**config.mk**
```make
export PLATFORM = sky130hd
export DESIGN_NAME = bb_loop_filter
export DESIGN_NICKNAME = d
export VERILOG_FILES = /design/src/rtl/bb_loop_filter.sv
export SDC_FILE = /design/constraint.sdc
export NUM_CORES = 1
export LEC_CHECK = 0
export BUFFER_PORTS_ARGS = -buffer_cell sky130_fd_sc_hd__buf_2
export CAP_MARGIN = 20
export CORE_ASPECT_RATIO = 1.75
export CORE_UTILIZATION = 45
export CTS_BUF_LIST = sky130_fd_sc_hd__clkbuf_16
export DETAILED_ROUTE_END_ITERATION = 6
export GPL_TIMING_DRIVEN = 0
export HOLD_SLACK_MARGIN = 0.02
export SLEW_MARGIN = 30
export SYNTH_ARGS = -nofsm -noshare
export SYNTH_HDL_FRONTEND = slang
export SYNTH_SLANG_ARGS = --single-unit
```
**constraint.sdc**
```tcl
create_clock -name fpga_clk_i -period 2.6 [get_ports fpga_clk_i]
set_clock_uncertainty 0.2 [all_clocks]
set_input_delay 0.13 -clock fpga_clk_i [delete_from_list [all_inputs] [get_ports fpga_clk_i]]
set_output_delay 0.13 -clock fpga_clk_i [all_outputs]
set_load 0.02 [all_outputs]
```
**src/rtl/bb_loop_filter.sv**
```systemverilog
// Bang-bang PI loop filter: turns the 1-bit phase-detector decision stream into a
// saturating frequency control word, and tracks lock from the pattern of decisions.
module bb_loop_filter #(
    parameter int CTRL_WIDTH = 9,
    parameter int FRAC_BITS  = 4,
    parameter int KP_STEP    = 8,
    parameter int KI_STEP    = 2,
    parameter int CENTER     = 256,
    parameter int LOCK_COUNT = 16,
    parameter int UNLOCK_RUN = 8
) (
    input  logic                  fpga_clk_i,
    input  logic                  reset_i,
    input  logic                  enable_i,
    input  logic                  sample_i,
    input  logic                  pd_dir_i,
    output logic [CTRL_WIDTH-1:0] k_val_o,
    output logic                  k_valid_o,
    output logic                  locked_o,
    output logic                  sat_o
);

    localparam int INT_WIDTH = CTRL_WIDTH + FRAC_BITS;
    localparam int SUM_WIDTH = CTRL_WIDTH + 2;
    localparam int ALT_WIDTH = $clog2(LOCK_COUNT + 1);
    localparam int RUN_WIDTH = $clog2(UNLOCK_RUN + 1);

    localparam logic [0:0] ACQUIRE = 1'b0;
    localparam logic [0:0] TRACK   = 1'b1;

    localparam logic [INT_WIDTH-1:0] INTEG_MAX   = '1;
    localparam logic [INT_WIDTH-1:0] INTEG_RESET = INT_WIDTH'(CENTER << FRAC_BITS);
    localparam logic [INT_WIDTH-1:0] KI          = INT_WIDTH'(KI_STEP);
    localparam logic [SUM_WIDTH-1:0] KP          = SUM_WIDTH'(KP_STEP);
    localparam logic [ALT_WIDTH-1:0] ALT_MAX     = ALT_WIDTH'(LOCK_COUNT);
    localparam logic [RUN_WIDTH-1:0] RUN_MAX     = RUN_WIDTH'(UNLOCK_RUN);

    logic                  accept;
    logic [INT_WIDTH-1:0]  integ;
    logic [INT_WIDTH-1:0]  integ_nxt;
    logic [INT_WIDTH:0]    integ_up;
    logic                  integ_clip;
    logic                  integ_clip_q;
    logic                  dir_q;
    logic                  s1_valid;
    logic [SUM_WIDTH-1:0]  sum;
    logic [CTRL_WIDTH-1:0] k_nxt;
    logic                  out_clip;
    logic [0:0]            state;
    logic                  prev_valid;
    logic                  prev_dir;
    logic [ALT_WIDTH-1:0]  alt_cnt;
    logic [ALT_WIDTH-1:0]  alt_nxt;
    logic [RUN_WIDTH-1:0]  run_cnt;
    logic [RUN_WIDTH-1:0]  run_nxt;

    assign accept   = sample_i & enable_i & ~reset_i;
    assign integ_up = {1'b0, integ} + {1'b0, KI};
    assign locked_o = (state == TRACK);

    // Integral step with clamping at both rails; the clip flag rides along to stage 2.
    always_comb begin
        integ_nxt  = integ;
        integ_clip = 1'b0;
        if (pd_dir_i) begin
            if (integ_up[INT_WIDTH]) begin
                integ_nxt  = INTEG_MAX;
                integ_clip = 1'b1;
            end else begin
                integ_nxt = integ_up[INT_WIDTH-1:0];
            end
        end else if (integ < KI) begin
            integ_nxt  = '0;
            integ_clip = 1'b1;
        end else begin
            integ_nxt = integ - KI;
        end
    end

    // Two guard bits expose both underflow (sign) and overflow of the P+I sum.
    always_comb begin
        sum      = dir_q ? {2'b00, integ[INT_WIDTH-1:FRAC_BITS]} + KP
                         : {2'b00, integ[INT_WIDTH-1:FRAC_BITS]} - KP;
        k_nxt    = sum[CTRL_WIDTH-1:0];
        out_clip = 1'b0;
        if (sum[SUM_WIDTH-1]) begin
            k_nxt    = '0;
            out_clip = 1'b1;
        end else if (sum[CTRL_WIDTH]) begin
            k_nxt    = '1;
            out_clip = 1'b1;
        end
    end

    always_comb begin
        alt_nxt = alt_cnt;
        run_nxt = run_cnt;
        if (dir_q != prev_dir) begin
            alt_nxt = (alt_cnt == ALT_MAX) ? alt_cnt : alt_cnt + 1'b1;
            run_nxt = RUN_WIDTH'(1);
        end else begin
            run_nxt = (run_cnt == RUN_MAX) ? run_cnt : run_cnt + 1'b1;
            alt_nxt = '0;
        end
    end

    always_ff @(posedge fpga_clk_i) begin
        if (reset_i) begin
            integ        <= INTEG_RESET;
            integ_clip_q <= 1'b0;
            dir_q        <= 1'b0;
            s1_valid     <= 1'b0;
            k_val_o      <= CTRL_WIDTH'(CENTER);
            k_valid_o    <= 1'b0;
            sat_o        <= 1'b0;
            state        <= ACQUIRE;
            prev_valid   <= 1'b0;
            prev_dir     <= 1'b0;
            alt_cnt      <= '0;
            run_cnt      <= '0;
        end else begin
            s1_valid  <= accept;
            k_valid_o <= s1_valid;
            if (accept) begin
                integ        <= integ_nxt;
                integ_clip_q <= integ_clip;
                dir_q        <= pd_dir_i;
            end
            if (s1_valid) begin
                k_val_o <= k_nxt;
                sat_o   <= integ_clip_q | out_clip;
            end
            // Disabling drops lock history; an in-flight update still lands on k_val_o.
            if (!enable_i) begin
                state      <= ACQUIRE;
                prev_valid <= 1'b0;
                alt_cnt    <= '0;
                run_cnt    <= '0;
            end else if (s1_valid) begin
                prev_valid <= 1'b1;
                prev_dir   <= dir_q;
                if (prev_valid) begin
                    alt_cnt <= alt_nxt;
                    run_cnt <= run_nxt;
                    if (state == ACQUIRE && alt_nxt == ALT_MAX) begin
                        state <= TRACK;
                    end else if (state == TRACK && run_nxt == RUN_MAX) begin
                        state <= ACQUIRE;
                    end
                end
            end
        end
    end

endmodule

```
# Word level (Yosys, flattened, before mapping)
# Index checks and enable logic that the tools add are counted.
# classes
magnitude_cmp,1
n_addsub,6
mux,17
bitwise_logic,6
eq_ne,5
reduce_logical,7
# op_table
op,count
13-bit 2-to-1 mux,3
9-bit 2-to-1 mux,2
13-bit by 2-bit adder with 14-bit output (second input constant),1
13-bit by 2-bit less-than comparator with 1-bit output (second input constant),1
13-bit by 2-bit subtractor with 13-bit output (second input constant),1
11-bit 2-to-1 mux,1
9-bit by 4-bit adder with 10-bit output (second input constant),1
5-bit == test (second input constant),2
5-bit 2-to-1 mux,2
9-bit by 4-bit subtractor with 10-bit output (second input constant),1
4-bit == test (second input constant),2
4-bit 2-to-1 mux,2
1-bit 2-to-1 mux,7
5-bit by 1-bit adder with 5-bit output (second input constant),1
4-bit by 1-bit adder with 4-bit output (second input constant),1
2-bit AND reduction,2
1-bit inverter,3
3-bit AND reduction,1
1-bit bitwise AND,2
1-bit logical AND,2
2-bit nonzero test,1
2-bit OR reduction,1
1-bit != test,1
1-bit bitwise OR,1
# totals
word_cells,54
input_bits,5
regBits,39

# Longest topological paths before layout
# logic_depth
depth_word,7
mapped_depth,9

# Least setup slack after synthesis
# No wires, ideal clock.
# synth_timing
kind,reg-to-reg
startpoint,reg integ[7]
endpoint,reg integ[4]
path_buffers,1
path_stages_with_launch,9
setup_time_ns,0.117
path_slack_ns,0.299
t_required_ns,2.283
arrival_ns,1.983
synth_period_minus_slack_ns,2.301
path_cell_list,dfxtp_1 -> clkbuf_1 -> inv_1 -> ha_1 -> or4b_4 -> nor4_4 -> nor2_2 -> a22o_1 -> a32o_1
# synth_via
elab_chain_len,3
word_cells_on_any_way,5
cone_classes,add/sub: 1; order compare: 1; mux: 3
# synth_lines
element,line,source
start: declaration,39,logic [INT_WIDTH-1:0] integ;
start signal: assignment,125,integ <= integ_nxt;
13-bit by 2-bit adder with 14-bit output / 13-bit by 2-bit less-than comparator with 1-bit output (equally long branches),"58, 72",
"13-bit 2-to-1 mux, on equally long branches","66, 72",
13-bit 2-to-1 mux (*),65,if (pd_dir_i) begin
# Mark *: on every way between the ends. The rest lies on a longest branch, timed or not.
# A chain may end at the register's enable or synchronous reset.

# Worst setup path after layout
# layout_timing
startpoint,reg integ[1]
endpoint,reg integ[11]
# layout_via
elab_chain_len,3
word_cells_on_any_way,6
cone_classes,add/sub: 2; order compare: 1; mux: 3
# layout_lines
element,line,source
"13-bit by 2-bit subtractor with 13-bit output, or another cell as far along",76,integ_nxt = integ - KI;
"13-bit 2-to-1 mux, on equally long branches","72, 66",
13-bit 2-to-1 mux (*),65,
# Marked as above.

==> impl_results.md <==
- Post-synth EDFFs: 0
- Crit Reg-Reg Endpoint: integ[11]$_SDFFE_PP0P_
- Root buffer cell: clkbuf_16
- Met2 routed WL: 3900 um
- RSZ-0062 raised after global routing: false
- TNS Setup: 0 ps
- Fin worst setup slack: ~180 ps
- TritonCTS clock tree: built
- Tcrit/Tclk final: 93.2%
- First DRT Iteration DRCs: 149
- Fin. max-slew vios: 0
- Peak supply drop: a little under 0.4 mV
- Top cells by count, synth: 40 x nand2_1, 38 x dfxtp_1, 33 x a21oi_1, 27 x nor2_1
- GP Congestion: 0.939
- Post-synth top area cell: dfxtp_1
- Via count: roughly 2.5k
- Syn Area/Cell: about 7.4 um2
- Routed WL: slightly above 7000 um
- Slew @ Worst Pin: 609 ps
- Initial antenna violation count: 0
- Max_cap viols: 0
- FFs w/ async S/R, synth: 0%
- Post-DR wirelength/cell: 17.5 um
- Synth Net Count: 340
- Sw power: 0.446 mW
- Core footprint: 0.00521 mm2
- R2R Setup Slk: 180 ps
- F_max: 0.413 GHz
- Die Wd: 57.6 um
- Sw frac: 27.7%
- WL met3: 269 um
- Max stage delay cell, worst path: or3b_4
- Layout cell share with drive strength beyond 1: 12.2%
- Synthesis-to-finish area growth: 14.6%
- Top delay family on crit path: simple AND/OR/NAND/NOR gates
- Sequential area share after synthesis: 31.3%
- Max transition margin: 59.1%
- Most numerous cell in the Yosys netlist: nand2_1
- R2R cell count: 7
- CP Max Fanout: 8
- Worst hold path type: in -> reg
- IO Port Bufs: 15
- Critical Path RT: roughly 2500 ps
- Status: finished with violations
- Lkg Pwr: 1.02 nW
- Area of the die: 0.00571 mm2
- Top post-synthesis cells by area: dfxtp_1 31%, a21oi_1 6.8%, nand2_1 6.2%, nor2_1 4.2%, ha_1 4.1%
- Worst Hold End: integ[8]$_SDFFE_PP0P_
- Yosys cell types: 56
- Final setup violating endpoints: 0
- Startpoint types: flop
- Synth Instances: 327
- Drt drc: 1
- CP Buf/Inv Count: 1
- Critical path data arrival time: 2360 ps
- Crit. End Element: flop
- Antenna diodes: 0
- Hold path start: sample_i
- Yosys top cell area share: 31.3%
- Critical R2R Launch: integ[1]$_SDFFE_PP0P_
- Design Power: 1.61 mW
- Clock Latency Late Sink: 280 ps
- CP Class: reg -> reg
- CTS sink count: 38
- Hold path cells: 5
- Biggest cell delay along the critical path: 430 ps
- Number of global-route vias before repair: 2425
- Final hold viol count: 0
- Pwr dens: 577 mW/mm2
- Via density: 6.21
- Seq pwr share: approximately two fifths
- Ys Warns: 0
- Met1 Wirelength: 2710 um
- H-tree depth: 2
- Layout Nets: 364
- Synthesized area: 0.00243 mm2
- Number of I/O pins: 17
- Dpl ws: -104 ps
- CTS buffer count: 5
- Tmin final: 2420 ps
- GRT Residual Overflow: 0
- Failing checks: design-rule violations
- Register bit total from synthesis: 38
- Vert. Die Dim: 99.3 um
- Largest net degree at the start of global routing: 13
- FP Rows: 35
- Placed wire-length estimate: approximately 5400 um
- GRT Overall Usage: 27.1%
- Clk slew on worst S/H paths: around 60 ps
- Crit-path cells: inv_1 > ha_1 > or3b_4 > or2_4 > o31a_1 > nor4_1 > a311oi_1
- Clock power frac: a little over two fifths
- Longest Clk Path Bufs: 2
- Comb power frac: roughly 17%
- Top Metal Used: met4
- Initial Util: 46.7%
- Ys flop type: dfxtp_1
- Drt pass-1 iters: 6
- First-pass GRT wire length: 11800 um
- Power Internal: 1.16 mW
- Antenna Nets Post-Route: 0
## sequential cells by signal (all words and copies together), names as in the netlist, 4 cells and up
signal,flops
integ,12
alt_cnt,5
k_val_o,9
run_cnt,4
## cell families after synthesis
| kind of cell | synth area share, % |
|---|---|
| buf+inv | 6.89 |
| fa+ha+maj | 4.12 |
| flops | 31.3 |
| compound gates | 25.4 |
| mux | 1.70 |
| simple gates | 27.1 |
| xor+xnor | 3.60 |
## per-stage QoR
stage / util (%) / hold slack, ps / instance area (um2) / cells
after floorplan: - / 93.8 / 2430 / 327
after global placement: 49.4 / 247 / 2580 / 397
after detailed placement: 49.4 / 254 / 2580 / 397
after CTS: 53.2 / 204 / 2770 / 407
after global routing: 53.5 / 254 / 2790 / 407
final: 53.5 / 201 / 2790 / 407
## metal layers
layer | vias to the layer above | GRT usage (%)
li1 | 1238 | -
met1 | 1204 | 28.1
met2 | 68 | 50.5
met3 | 18 | 4.29
met4 | 0 | 13.9
met5 | - | 0
## cell type report
class / instances / area (um2)
fill: 537 / 2420
multi-input combinational: 249 / 1520
sequential: 38 / 763
clock buffer: 5 / 125
timing repair buffer: 19 / 110
buffer: 21 / 96.3
tap: 55 / 68.8
inverter: 17 / 63.8
clock inverter: 3 / 40.0
## worst reg2reg max path, stage by stage (launching register included)
cell and delay, ps:
dfxtp_1 420, inv_1 120, ha_1 180, or3b_4 430
or2_4 280, o31a_1 240, nor4_1 300, a311oi_1 110
## worst max-delay path by stage
| stage | slack (ps) | depth (start not counted) | end | startpoint |
|---|---|---|---|---|
| 6_report | 180 | 7 | integ[11]$_SDFFE_PP0P_ | integ[1]$_SDFFE_PP0P_ |
| 5_1_grt | 80 | 8 | integ[4]$_SDFFE_PP0P_ | integ[1]$_SDFFE_PP0P_ |
| 4_1_cts | 30 | 8 | integ[4]$_SDFFE_PP0P_ | integ[8]$_SDFFE_PP0P_ |
| 3_5_place_dp | -100 | 8 | integ[4]$_SDFFE_PP0P_ | integ[7]$_SDFFE_PP0P_ |
| 3_3_place_gp | -110 | 8 | integ[4]$_SDFFE_PP0P_ | integ[7]$_SDFFE_PP0P_ |
| 2_1_floorplan | 300 | 8 | integ[4]$_SDFFE_PP0P_ | integ[7]$_SDFFE_PP0P_ |
## cells in the final DEF (no fill, tap or decap), types with 8 or more instances in the layout
cell type	n
a31oi_1	8
dfxtp_1	36
inv_1	14
nor3_1	9
nor2_1	27
nand3_1	18
a21oi_1	33
clkbuf_1	15
buf_2	17
o21ai_0	18
nand2_1	40
## power groups by stage
stage | combinational [mW] | clock [mW] | sequential (mW)
5_1_grt | 0.307 | 0.734 | 0.635
2_1_floorplan | 0.194 | 0 | 0.643
6_report | 0.278 | 0.699 | 0.632
3_5_place_dp | 0.269 | 0 | 0.641
4_1_cts | 0.275 | 0.707 | 0.630
3_3_place_gp | 0.267 | 0 | 0.641
## timing repair
action                                 in CTS  in global routing
setup endpoints to repair                   4                  7
setup buffers                               2                  0
gates resized for setup                     2                  5
pin swaps                                   1                  1
cloned                                      0                  0
endpoints found under the hold margin       3                  0
hold buffers                                2                  0
Note: power is estimated with default switching activity, not from simulation.
